==> src/rtl/pkg_opengpu.sv <==
// Shared FPU definitions: canonical FP32 constants, field view and divider FSM states.
package pkg_opengpu;

  localparam int DATA_WIDTH   = 32;
  localparam int FP_DIV_ITERS = 27;

  localparam logic [31:0] FP32_QNAN    = 32'h7FC0_0000;
  localparam logic [31:0] FP32_POS_INF = 32'h7F80_0000;

  typedef struct packed {
    logic        sign;
    logic [7:0]  exp;
    logic [22:0] mant;
  } fp32_t;

  typedef enum logic [1:0] {
    ST_IDLE,
    ST_DIVIDE,
    ST_ROUND,
    ST_DONE
  } fp_div_state_t;

  // Denormals count as zero everywhere in the FPU.
  function automatic logic fp32_is_zero(input fp32_t v);
    return v.exp == 8'd0;
  endfunction

  function automatic logic fp32_is_inf(input fp32_t v);
    return (v.exp == 8'hFF) && (v.mant == 23'd0);
  endfunction

  function automatic logic fp32_is_nan(input fp32_t v);
    return (v.exp == 8'hFF) && (v.mant != 23'd0);
  endfunction

endpackage

==> src/rtl/fp_round_pack.sv <==
// Round-to-nearest-even and pack a normalised FP32 value, with overflow to
// infinity and flush-to-zero on underflow.
module fp_round_pack
  import pkg_opengpu::*;
(
  input  logic              i_sign,
  input  logic signed [9:0] i_exp,
  input  logic [22:0]       i_mant,
  input  logic              i_guard,
  input  logic              i_sticky,
  output logic [31:0]       o_result
);

  logic              w_round_up;
  logic [23:0]       w_mant_sum;
  logic signed [9:0] w_exp;

  assign w_round_up = i_guard & (i_sticky | i_mant[0]);
  assign w_mant_sum = {1'b0, i_mant} + {23'd0, w_round_up};
  // A carry out leaves the fraction bits all zero, which is already the
  // right fraction after the implied shift right.
  assign w_exp      = i_exp + $signed({9'd0, w_mant_sum[23]});

  // NOTE: every combinational output gets a default first so no path can infer a latch.
  always_comb begin
    o_result = {i_sign, w_exp[7:0], w_mant_sum[22:0]};
    if (w_exp >= 10'sd255) begin
      o_result = FP32_POS_INF | {i_sign, 31'd0};
    end else if (w_exp <= 10'sd0) begin
      o_result = {i_sign, 31'd0};
    end
  end

endmodule

==> src/rtl/fp_div_seq.sv <==
// Iterative FP32 divider: one restoring-division quotient bit per clock,
// then a single round/pack cycle; one operation in flight.
module fp_div_seq
  import pkg_opengpu::*;
#(
  parameter int TAG_WIDTH = 8
) (
  input  logic                  clk,
  input  logic                  rst_n,
  input  logic                  in_valid,
  output logic                  in_ready,
  input  logic [DATA_WIDTH-1:0] in_a,
  input  logic [DATA_WIDTH-1:0] in_b,
  input  logic [TAG_WIDTH-1:0]  in_tag,
  output logic                  out_valid,
  input  logic                  out_ready,
  output logic [DATA_WIDTH-1:0] out_result,
  output logic [TAG_WIDTH-1:0]  out_tag,
  output logic                  busy
);

  fp_div_state_t r_state, w_state_next;

  fp32_t                w_a, w_b;
  logic                 w_sign_in;
  logic                 w_special;
  logic [31:0]          w_special_result;

  logic                 r_sign;
  logic [TAG_WIDTH-1:0] r_tag;
  logic [23:0]          r_mb;
  logic [24:0]          r_rem;
  logic [26:0]          r_q;
  logic signed [9:0]    r_exp;
  logic [4:0]           r_cnt;
  logic [31:0]          r_result;
  logic [TAG_WIDTH-1:0] r_out_tag;

  logic                 w_last;
  logic                 w_ge;
  logic [24:0]          w_rem_sub;
  logic [22:0]          w_norm_mant;
  logic                 w_norm_guard;
  logic                 w_norm_sticky;
  logic signed [9:0]    w_norm_exp;
  logic [31:0]          w_packed;

  assign w_a       = in_a;
  assign w_b       = in_b;
  assign w_sign_in = w_a.sign ^ w_b.sign;

  always_comb begin
    w_special        = 1'b0;
    w_special_result = {w_sign_in, 31'd0};
    if (fp32_is_nan(w_a) || fp32_is_nan(w_b)) begin
      w_special        = 1'b1;
      w_special_result = FP32_QNAN;
    end else if ((fp32_is_inf(w_a) && fp32_is_inf(w_b)) ||
                 (fp32_is_zero(w_a) && fp32_is_zero(w_b))) begin
      w_special        = 1'b1;
      w_special_result = FP32_QNAN;
    end else if (fp32_is_inf(w_a) || fp32_is_zero(w_b)) begin
      w_special        = 1'b1;
      w_special_result = FP32_POS_INF | {w_sign_in, 31'd0};
    end else if (fp32_is_zero(w_a) || fp32_is_inf(w_b)) begin
      w_special        = 1'b1;
      w_special_result = {w_sign_in, 31'd0};
    end
  end

  assign w_last    = (r_cnt == 5'(FP_DIV_ITERS - 1));
  assign w_ge      = (r_rem >= {1'b0, r_mb});
  assign w_rem_sub = w_ge ? (r_rem - {1'b0, r_mb}) : r_rem;

  always_comb begin
    w_state_next = r_state;
    unique case (r_state)
      ST_IDLE:   if (in_valid)  w_state_next = w_special ? ST_DONE : ST_DIVIDE;
      ST_DIVIDE: if (w_last)    w_state_next = ST_ROUND;
      ST_ROUND:                 w_state_next = ST_DONE;
      ST_DONE:   if (out_ready) w_state_next = ST_IDLE;
      default:                  w_state_next = ST_IDLE;
    endcase
  end

  // NOTE: sequential state uses non-blocking assignments so every register
  // samples pre-edge values regardless of statement order.
  always_ff @(posedge clk or negedge rst_n) begin
    if (!rst_n) r_state <= ST_IDLE;
    else        r_state <= w_state_next;
  end

  // The quotient's integer bit lands in q[26] when ma >= mb; otherwise the
  // leading one is one place lower and the exponent drops by one.
  always_comb begin
    if (r_q[26]) begin
      w_norm_mant   = r_q[25:3];
      w_norm_guard  = r_q[2];
      w_norm_sticky = (|r_q[1:0]) | (|r_rem);
      w_norm_exp    = r_exp;
    end else begin
      w_norm_mant   = r_q[24:2];
      w_norm_guard  = r_q[1];
      w_norm_sticky = r_q[0] | (|r_rem);
      w_norm_exp    = r_exp - 10'sd1;
    end
  end

  fp_round_pack u_round_pack (
    .i_sign   (r_sign),
    .i_exp    (w_norm_exp),
    .i_mant   (w_norm_mant),
    .i_guard  (w_norm_guard),
    .i_sticky (w_norm_sticky),
    .o_result (w_packed)
  );

  always_ff @(posedge clk or negedge rst_n) begin
    if (!rst_n) begin
      r_sign    <= 1'b0;
      r_tag     <= '0;
      r_mb      <= '0;
      r_rem     <= '0;
      r_q       <= '0;
      r_exp     <= '0;
      r_cnt     <= '0;
      r_result  <= '0;
      r_out_tag <= '0;
    end else begin
      unique case (r_state)
        ST_IDLE: begin
          if (in_valid) begin
            r_sign <= w_sign_in;
            r_tag  <= in_tag;
            r_mb   <= {1'b1, w_b.mant};
            r_rem  <= {2'b01, w_a.mant};
            r_exp  <= $signed({2'b00, w_a.exp}) - $signed({2'b00, w_b.exp}) + 10'sd127;
            r_cnt  <= '0;
            r_q    <= '0;
            if (w_special) begin
              r_result  <= w_special_result;
              r_out_tag <= in_tag;
            end
          end
        end
        ST_DIVIDE: begin
          r_rem <= w_rem_sub << 1;
          r_q   <= {r_q[25:0], w_ge};
          r_cnt <= r_cnt + 5'd1;
        end
        ST_ROUND: begin
          r_result  <= w_packed;
          r_out_tag <= r_tag;
        end
        default: ;
      endcase
    end
  end

  assign in_ready   = (r_state == ST_IDLE);
  assign busy       = (r_state != ST_IDLE);
  assign out_valid  = (r_state == ST_DONE);
  assign out_result = r_result;
  assign out_tag    = r_out_tag;

endmodule

==> config.mk <==
export PLATFORM = sky130hd
export DESIGN_NAME = fp_div_seq
export DESIGN_NICKNAME = d
export VERILOG_FILES = /design/src/rtl/pkg_opengpu.sv /design/src/rtl/fp_round_pack.sv /design/src/rtl/fp_div_seq.sv
export SDC_FILE = /design/constraint.sdc
export NUM_CORES = 1
export LEC_CHECK = 0
export CORE_ASPECT_RATIO = 0.6
export CORE_MARGIN = 2
export CORE_UTILIZATION = 57
export DETAILED_ROUTE_END_ITERATION = 12
export GPL_ROUTABILITY_DRIVEN = 0
export MAX_ROUTING_LAYER = met4
export PLACE_DENSITY = 0.82
export REMOVE_ABC_BUFFERS = 1
export SYNTH_ARGS = -nofsm -noshare
export SYNTH_HDL_FRONTEND = slang
export SYNTH_SLANG_ARGS = --single-unit
==> constraint.sdc <==
create_clock -name clk -period 4.9 [get_ports clk]
set_clock_uncertainty 0.05 [all_clocks]
set_input_delay 0.735 -clock clk [delete_from_list [all_inputs] [get_ports clk]]
set_output_delay 0.735 -clock clk [all_outputs]
set_load 0.02 [all_outputs]
After elaboration in Yosys (flattened, before gate mapping)
Index checks and enable logic that the tools add are counted.

Register bits: 142. Bits in latches: 0. RAM bits: 0. Bits in read-only memories: 0. Input bits: 76. Output and inout port bits: 43. Memories: 0.

$add $sub $neg: 7. Multipliers: 0. Div/mod/pow operators: 0. $lt $le $gt $ge: 3. Equality and inequality tests: 10. Shift-type cells: 0. Multiplexer cells: 31. Bitwise logic cells: 5. Reduce and logical (&&, ||, !) cells: 26.

Operator list (count): $mux 32 (4); $mux 31 (3); $pmux 32 s2 (1); $pmux 27 s2 (1); $pmux 25 s2 (1); $logic_not 23->1 (2); $reduce_bool 23->1 (2); $mux 27 (1); $ge 25x24->1 (1); $mux 25 (1); $reduce_or 25->1 (1); $add 23x1->24 (1); $mux 24 (1); $sub 24x24->24 (1); $mux 23 (1); $eq 8x8->1 const B (2); $logic_not 8->1 (2); $mux 8 (2); $pmux 8 s2 (1); $add 10x2->10 (1); $add 9x8->10 const B (1); $ge 10x9->1 const B (1); $le 10x1->1 const B (1); $mux 10 (1); 23 further kinds (48).

Longest topological paths before layout
Depth in word-level cells: 11. Gate-level depth with buffers: 16. Gate-level depth less buffers: 13.

Modules after synthesis
A second synthesis with hierarchy kept.

Cell total of the unflattened synthesis: 961. Area total of the unflattened synthesis: 9355.2 µm².

Modules (own cells, without submodules): fp_div_seq (times used 1, cells each 805, area an instance 8151.6 µm²); fp_round_pack (times used 1, cells each 156, area an instance 1203.7 µm²).

Worst setup path before layout
Ideal clock, no wire load.

Path type: reg2reg. Start point: register r_q[26]. End point: register r_result[22] (netlist: out_result[22]). Data arrival time: 4.125 ns. Data required time: 4.724 ns. Setup slack: 0.599 ns. Stages on the path, launching flop included: 15. Buffers on the path: 5. Cell sequence: dfrtp_1 clkbuf_1 buf_1 buf_1 clkbuf_1 clkbuf_1 xnor2_1 ha_1 o31ai_1 a2111oi_4 nand2_4 xor2_1 o41ai_2 nor4_4 a221o_1.

Cells in the longest elaborated chain, start to end: 9. Elaborated cells between the ends (all ways): 13.

Ends and longest elaborated chain: start, declared (line fp_div_seq.sv:33) `logic [26:0] r_q;`; start signal, assigned (line fp_div_seq.sv:148) `r_q <= {r_q[25:0], w_ge};`; $mux 1 or $mux 23 (tied branches) (line fp_div_seq.sv:96) `if (r_q[26]) begin`; $or 1x1->1 (line fp_round_pack.sv:18) `assign w_round_up = i_guard & (i_sticky | i_mant[0]);`; $and 1x1->1 (line fp_round_pack.sv:18); $add 23x1->24 (line fp_round_pack.sv:19) `assign w_mant_sum = {1'b0, i_mant} + {23'd0, w_round_up};`; $add 10x2->10 (line fp_round_pack.sv:22) `assign w_exp = i_exp + $signed({9'd0, w_mant_sum[23]});`; $le 10x1->1 (line fp_round_pack.sv:29) `end else if (w_exp <= 10'sd0) begin`; $mux 31 (line fp_round_pack.sv:29); $mux 31 (*) (line fp_round_pack.sv:27) `if (w_exp >= 10'sd255) begin`; $pmux 32 s2 (*) (line fp_div_seq.sv:130) `unique case (r_state)`; end signal, assigned (line fp_div_seq.sv:141) `r_result <= w_special_result;`; end signal, assigned (line fp_div_seq.sv:152) `r_result <= w_packed;`; end, declared (line fp_div_seq.sv:36) `logic [31:0] r_result;`.

Every way passes the cells marked *; elsewhere a longest branch is shown, timed or not. A chain may end at the register's enable or synchronous reset.

Worst setup path after layout
Ends and elaborated chain as after synthesis.

==> results.rst <==
.. list-table::
   :header-rows: 1

   * - Metric
     - Value
   * - Number of H-tree levels
     - 4
   * - Total area of multi-input combinational cells
     - 0.005554 sq mm
   * - Total Die Area
     - 0.01778 sq mm
   * - FMAX
     - 219.8 MHz
   * - Async S/R FF share, synth
     - 100.0%
   * - Pre-CTS WS
     - about 0.41 ns
   * - Ordered cell list for the critical path
     - nand2b_1 -> a21o_1 -> nor4b_1 -> nand4_1 -> nor3_1 -> ha_1 -> o31ai_1 -> a2111oi_4 -> nand2_4 -> xor2_1 -> o41ai_2 -> nor4_4 -> buf_4 -> a221o_1
   * - Number of synthesized register bits
     - 142
   * - Storage cell area
     - 0.003555 sq mm
   * - Buffers inserted during post-CTS setup optimization
     - 0
   * - Total iterations of the first detailed-routing run
     - 6
   * - Crit end category
     - flop
   * - Final core utilization
     - 70.40%
   * - Floorplan die width
     - 170.8 um
   * - Rel. slew slack
     - 28.16%
   * - Commonest non-fill, non-tap cell in the layout
     - sky130_fd_sc_hd__dfrtp_1
   * - Period minus WS final
     - ~4.6 ns
   * - DRC Markers
     - 0
   * - Core region area
     - 0.01626 sq mm
   * - Avg Vias per Cell
     - 6.220
   * - Startpoint Class
     - flop
   * - Fraction of final layout cells sized beyond drive strength 1
     - 9.099%
   * - Maximum number of pins on one net before global-route repair
     - around 110
   * - Wire length per cell
     - approximately 19 um
   * - Count of max-cap constraint violations
     - 0
   * - Kind of path behind the tightest hold check
     - in2async
   * - Final setup fails
     - 0
   * - Post-detail-place hpwl
     - approximately 19000 um
   * - Area overhead of the layout relative to synthesis
     - 20.30%
   * - Number of warnings printed during yosys synthesis
     - 0
   * - Worst slew pin tran
     - ~1.1 ns
   * - Most common flop cell mapped by yosys
     - sky130_fd_sc_hd__dfrtp_1
   * - Worst reg-to-reg setup slack
     - 0.35 ns
   * - Maximum fanout along the worst path
     - 23
   * - Die extent in y
     - 104.1 um
   * - Worst setup slack after layout
     - approximately 0.35 ns
   * - Number of buffers inserted during clock tree synthesis
     - 17
   * - Status
     - finished clean
   * - Number of clock sinks
     - roughly 140
   * - Number of synthesized flops with an enable pin
     - 0
   * - Data required time of the critical path
     - 5.15 ns
   * - CTS Root Cell
     - sky130_fd_sc_hd__clkbuf_16
   * - Total Routing Usage GR
     - 30.73%
   * - Resize count post-CTS
     - 0
   * - Total placed cells including tap cells
     - ~1300
   * - Largest buffer count on any clock path
     - 2
   * - Number of global-route vias before repair
     - 8105
   * - Pwr Density
     - between 700 and 800 mW/mm^2
   * - Top-Level Pins
     - between 100 and 150
   * - Number of library cell types mapped by synthesis
     - 72
   * - Later-pin clock latency in the skew report
     - roughly 0.43 ns
   * - Antenna-violating nets left
     - 0
   * - Crit path max-delay cell type
     - sky130_fd_sc_hd__a2111oi_4
   * - Count of vias placed by the detailed router
     - around 8500
   * - CTS tree
     - done
   * - Number of fillers in the final layout
     - 1243
   * - Final Hold Fails
     - 0
   * - Peak supply drop
     - 0.0003309 V
   * - Critical setup path kind
     - reg2reg
   * - Port bufs
     - between 100 and 150
   * - Antenna violations before repair
     - 0
   * - Mapped cell area
     - 0.009515 sq mm
   * - Pins Over Slew Limit
     - 0
   * - Hold_buf cts
     - 0
   * - Final cell count without fillers
     - 1371
   * - N_diodes
     - 0
   * - Post-DP Area
     - 0.01087 sq mm
   * - Routed wire length
     - 25810 um
   * - Gate count after technology mapping
     - roughly 1000
   * - Commonest cells after routing, fill and taps aside
     - sky130_fd_sc_hd__dfrtp_1, sky130_fd_sc_hd__clkdlybuf4s50_1, sky130_fd_sc_hd__nand2_1
   * - Net total in the final layout
     - 1251
   * - Setup repair after global routing missed its margin
     - false
   * - Remaining Overflow, GRT
     - 0
   * - Worst Reg-to-Reg Cells
     - 14
   * - R2r startpoint
     - r_q[26]$_DFFE_PN0P_
   * - Starting Density
     - around 59%
   * - Cell row count
     - 36
   * - Clock-pin slew on the worst setup and hold paths
     - about 0.070 ns
   * - Synth Area per Inst
     - 9.185 sq um
   * - Crit share post-route
     - ~93%
   * - Summed area of non-filler cells in the final layout
     - 0.01145 sq mm
   * - Capturing point of the worst reg2reg path
     - out_result[22]$_DFFE_PN0P_
   * - First-pass GRT wire length
     - about 42000 um
   * - Data arrival time of the critical path
     - 4.80 ns
   * - Sequential fraction of the synthesis area
     - 37.34%
   * - Peak per-stage delay on the critical path
     - 0.57 ns
   * - Iteration-0 DRC Markers
     - 877
   * - Reported leakage power
     - 4.788 nW
## synth_stat cells (3+ instances only)
cell	count	area [sq um]
sky130_fd_sc_hd__clkbuf_1	42	157.7
sky130_fd_sc_hd__xnor2_1	40	350.3
sky130_fd_sc_hd__a211oi_1	10	75.07
sky130_fd_sc_hd__nor4_1	28	175.2
sky130_fd_sc_hd__a21o_1	10	75.07
sky130_fd_sc_hd__nand2_1	86	322.8
sky130_fd_sc_hd__nand2b_1	10	62.56
sky130_fd_sc_hd__o21ai_0	56	280.3
sky130_fd_sc_hd__buf_1	9	33.78
sky130_fd_sc_hd__nand4_1	19	118.9
sky130_fd_sc_hd__or4_1	5	37.54
sky130_fd_sc_hd__nand3_1	19	95.09
sky130_fd_sc_hd__xor2_1	34	297.8
sky130_fd_sc_hd__mux2_2	36	405.4
sky130_fd_sc_hd__dfrtp_1	142	3553
sky130_fd_sc_hd__buf_6	3	33.78
sky130_fd_sc_hd__o211ai_1	3	22.52
sky130_fd_sc_hd__ha_1	43	538.0
sky130_fd_sc_hd__and4_1	3	26.28
sky130_fd_sc_hd__o21a_1	10	75.07
sky130_fd_sc_hd__inv_1	54	202.7
sky130_fd_sc_hd__and3_1	11	68.82
sky130_fd_sc_hd__nor2_1	75	281.5
sky130_fd_sc_hd__and2_1	9	56.30
sky130_fd_sc_hd__a31o_2	3	26.28
sky130_fd_sc_hd__a221o_1	3	30.03
sky130_fd_sc_hd__or2_2	4	25.02
sky130_fd_sc_hd__mux2i_1	44	440.4
sky130_fd_sc_hd__o21bai_1	3	22.52
sky130_fd_sc_hd__or3_1	11	68.82
sky130_fd_sc_hd__nor4b_1	5	43.79
sky130_fd_sc_hd__o22ai_1	13	81.33
sky130_fd_sc_hd__o31ai_1	10	75.07
sky130_fd_sc_hd__a22o_1	49	429.2
sky130_fd_sc_hd__nor3_1	20	100.1
sky130_fd_sc_hd__nor2b_1	8	50.05
sky130_fd_sc_hd__a21boi_0	3	22.52
sky130_fd_sc_hd__a21oi_1	63	315.3
## where the power goes
part / internal (mW) / switching (mW)
Combinational: 2.15 / 2.91
Sequential: 1.70 / 0.601
Clock: 0.720 / 0.578
## critical path, delay by kind of cell (launching register included)
| kind | cells | cell delay, ns |
|---|---|---|
| compound gates | 5 | 1.86 |
| xor+xnor | 1 | 0.21 |
| fa+ha+maj | 1 | 0.21 |
| buf+inv | 1 | 0.23 |
| flops | 1 | 0.50 |
| simple gates | 6 | 1.37 |
## how the worst max path moves through the flow
stage,startpoint,to,slack (ns),cells past startpoint
final,r_q[26]$_DFFE_PN0P_,out_result[22]$_DFFE_PN0P_,0.35,14
after global routing,r_q[26]$_DFFE_PN0P_,out_result[22]$_DFFE_PN0P_,0.08,14
after CTS,r_q[26]$_DFFE_PN0P_,out_result[22]$_DFFE_PN0P_,0.37,14
after detailed placement,r_q[26]$_DFFE_PN0P_,out_result[22]$_DFFE_PN0P_,0.41,14
after global placement,r_q[26]$_DFFE_PN0P_,out_result[22]$_DFFE_PN0P_,0.56,14
after floorplan,r_q[26]$_DFFE_PN0P_,out_result[22]$_DFFE_PN0P_,-0.17,13
## per-stage QoR
step           power [mW]  TNS [ns]  hold WS [ns]
2_1_floorplan       5.742    -3.455        0.3681
3_3_place_gp        7.061         0        0.3843
3_5_place_dp        7.215         0        0.3973
4_1_cts             8.561         0        0.4197
5_1_grt             9.269         0        0.4360
6_report            8.672         0        0.3054
## layout make-up
type,instances,area share (%)
Multi-Input combinational cell,785,48.52
Sequential cell,142,31.05
Timing Repair Buffer,130,11.12
Clock buffer,18,3.749
Tap cell,228,2.492
Inverter,54,1.771
Clock inverter,14,1.301
## sequential cells by signal, summed over array words and instances, names as in the netlist
register and flops:
out_result 32, out_tag 8, r_cnt 5, r_exp 10
r_mb 24, r_q 27, r_rem 25, r_sign 1
r_state 2, r_tag 8
## layer usage
metal | wire [um] | part of all wire [%] | track usage, %
met5 | 0 | 0 | -
met4 | 384 | 1.5 | 8.608
met1 | 12370 | 48 | 46.42
met2 | 10510 | 41 | 40.83
met3 | 2546 | 9.9 | 7.002
## logic make-up (layout without fill, tap and decap cells)
logic type,Yosys count,count (layout),share of synthesized area [%]
adder cells (fa/ha/maj),45,45,6.075
multiplexers,80,80,8.889
XOR/XNOR,75,75,6.982
buffers and inverters,109,216,4.549
flip-flops,142,142,37.34
AO/OA/AOI/OAI,260,260,18.71
AND/OR/NAND/NOR,325,325,17.45
No activity file was read; power rests on OpenSTA's default activity.
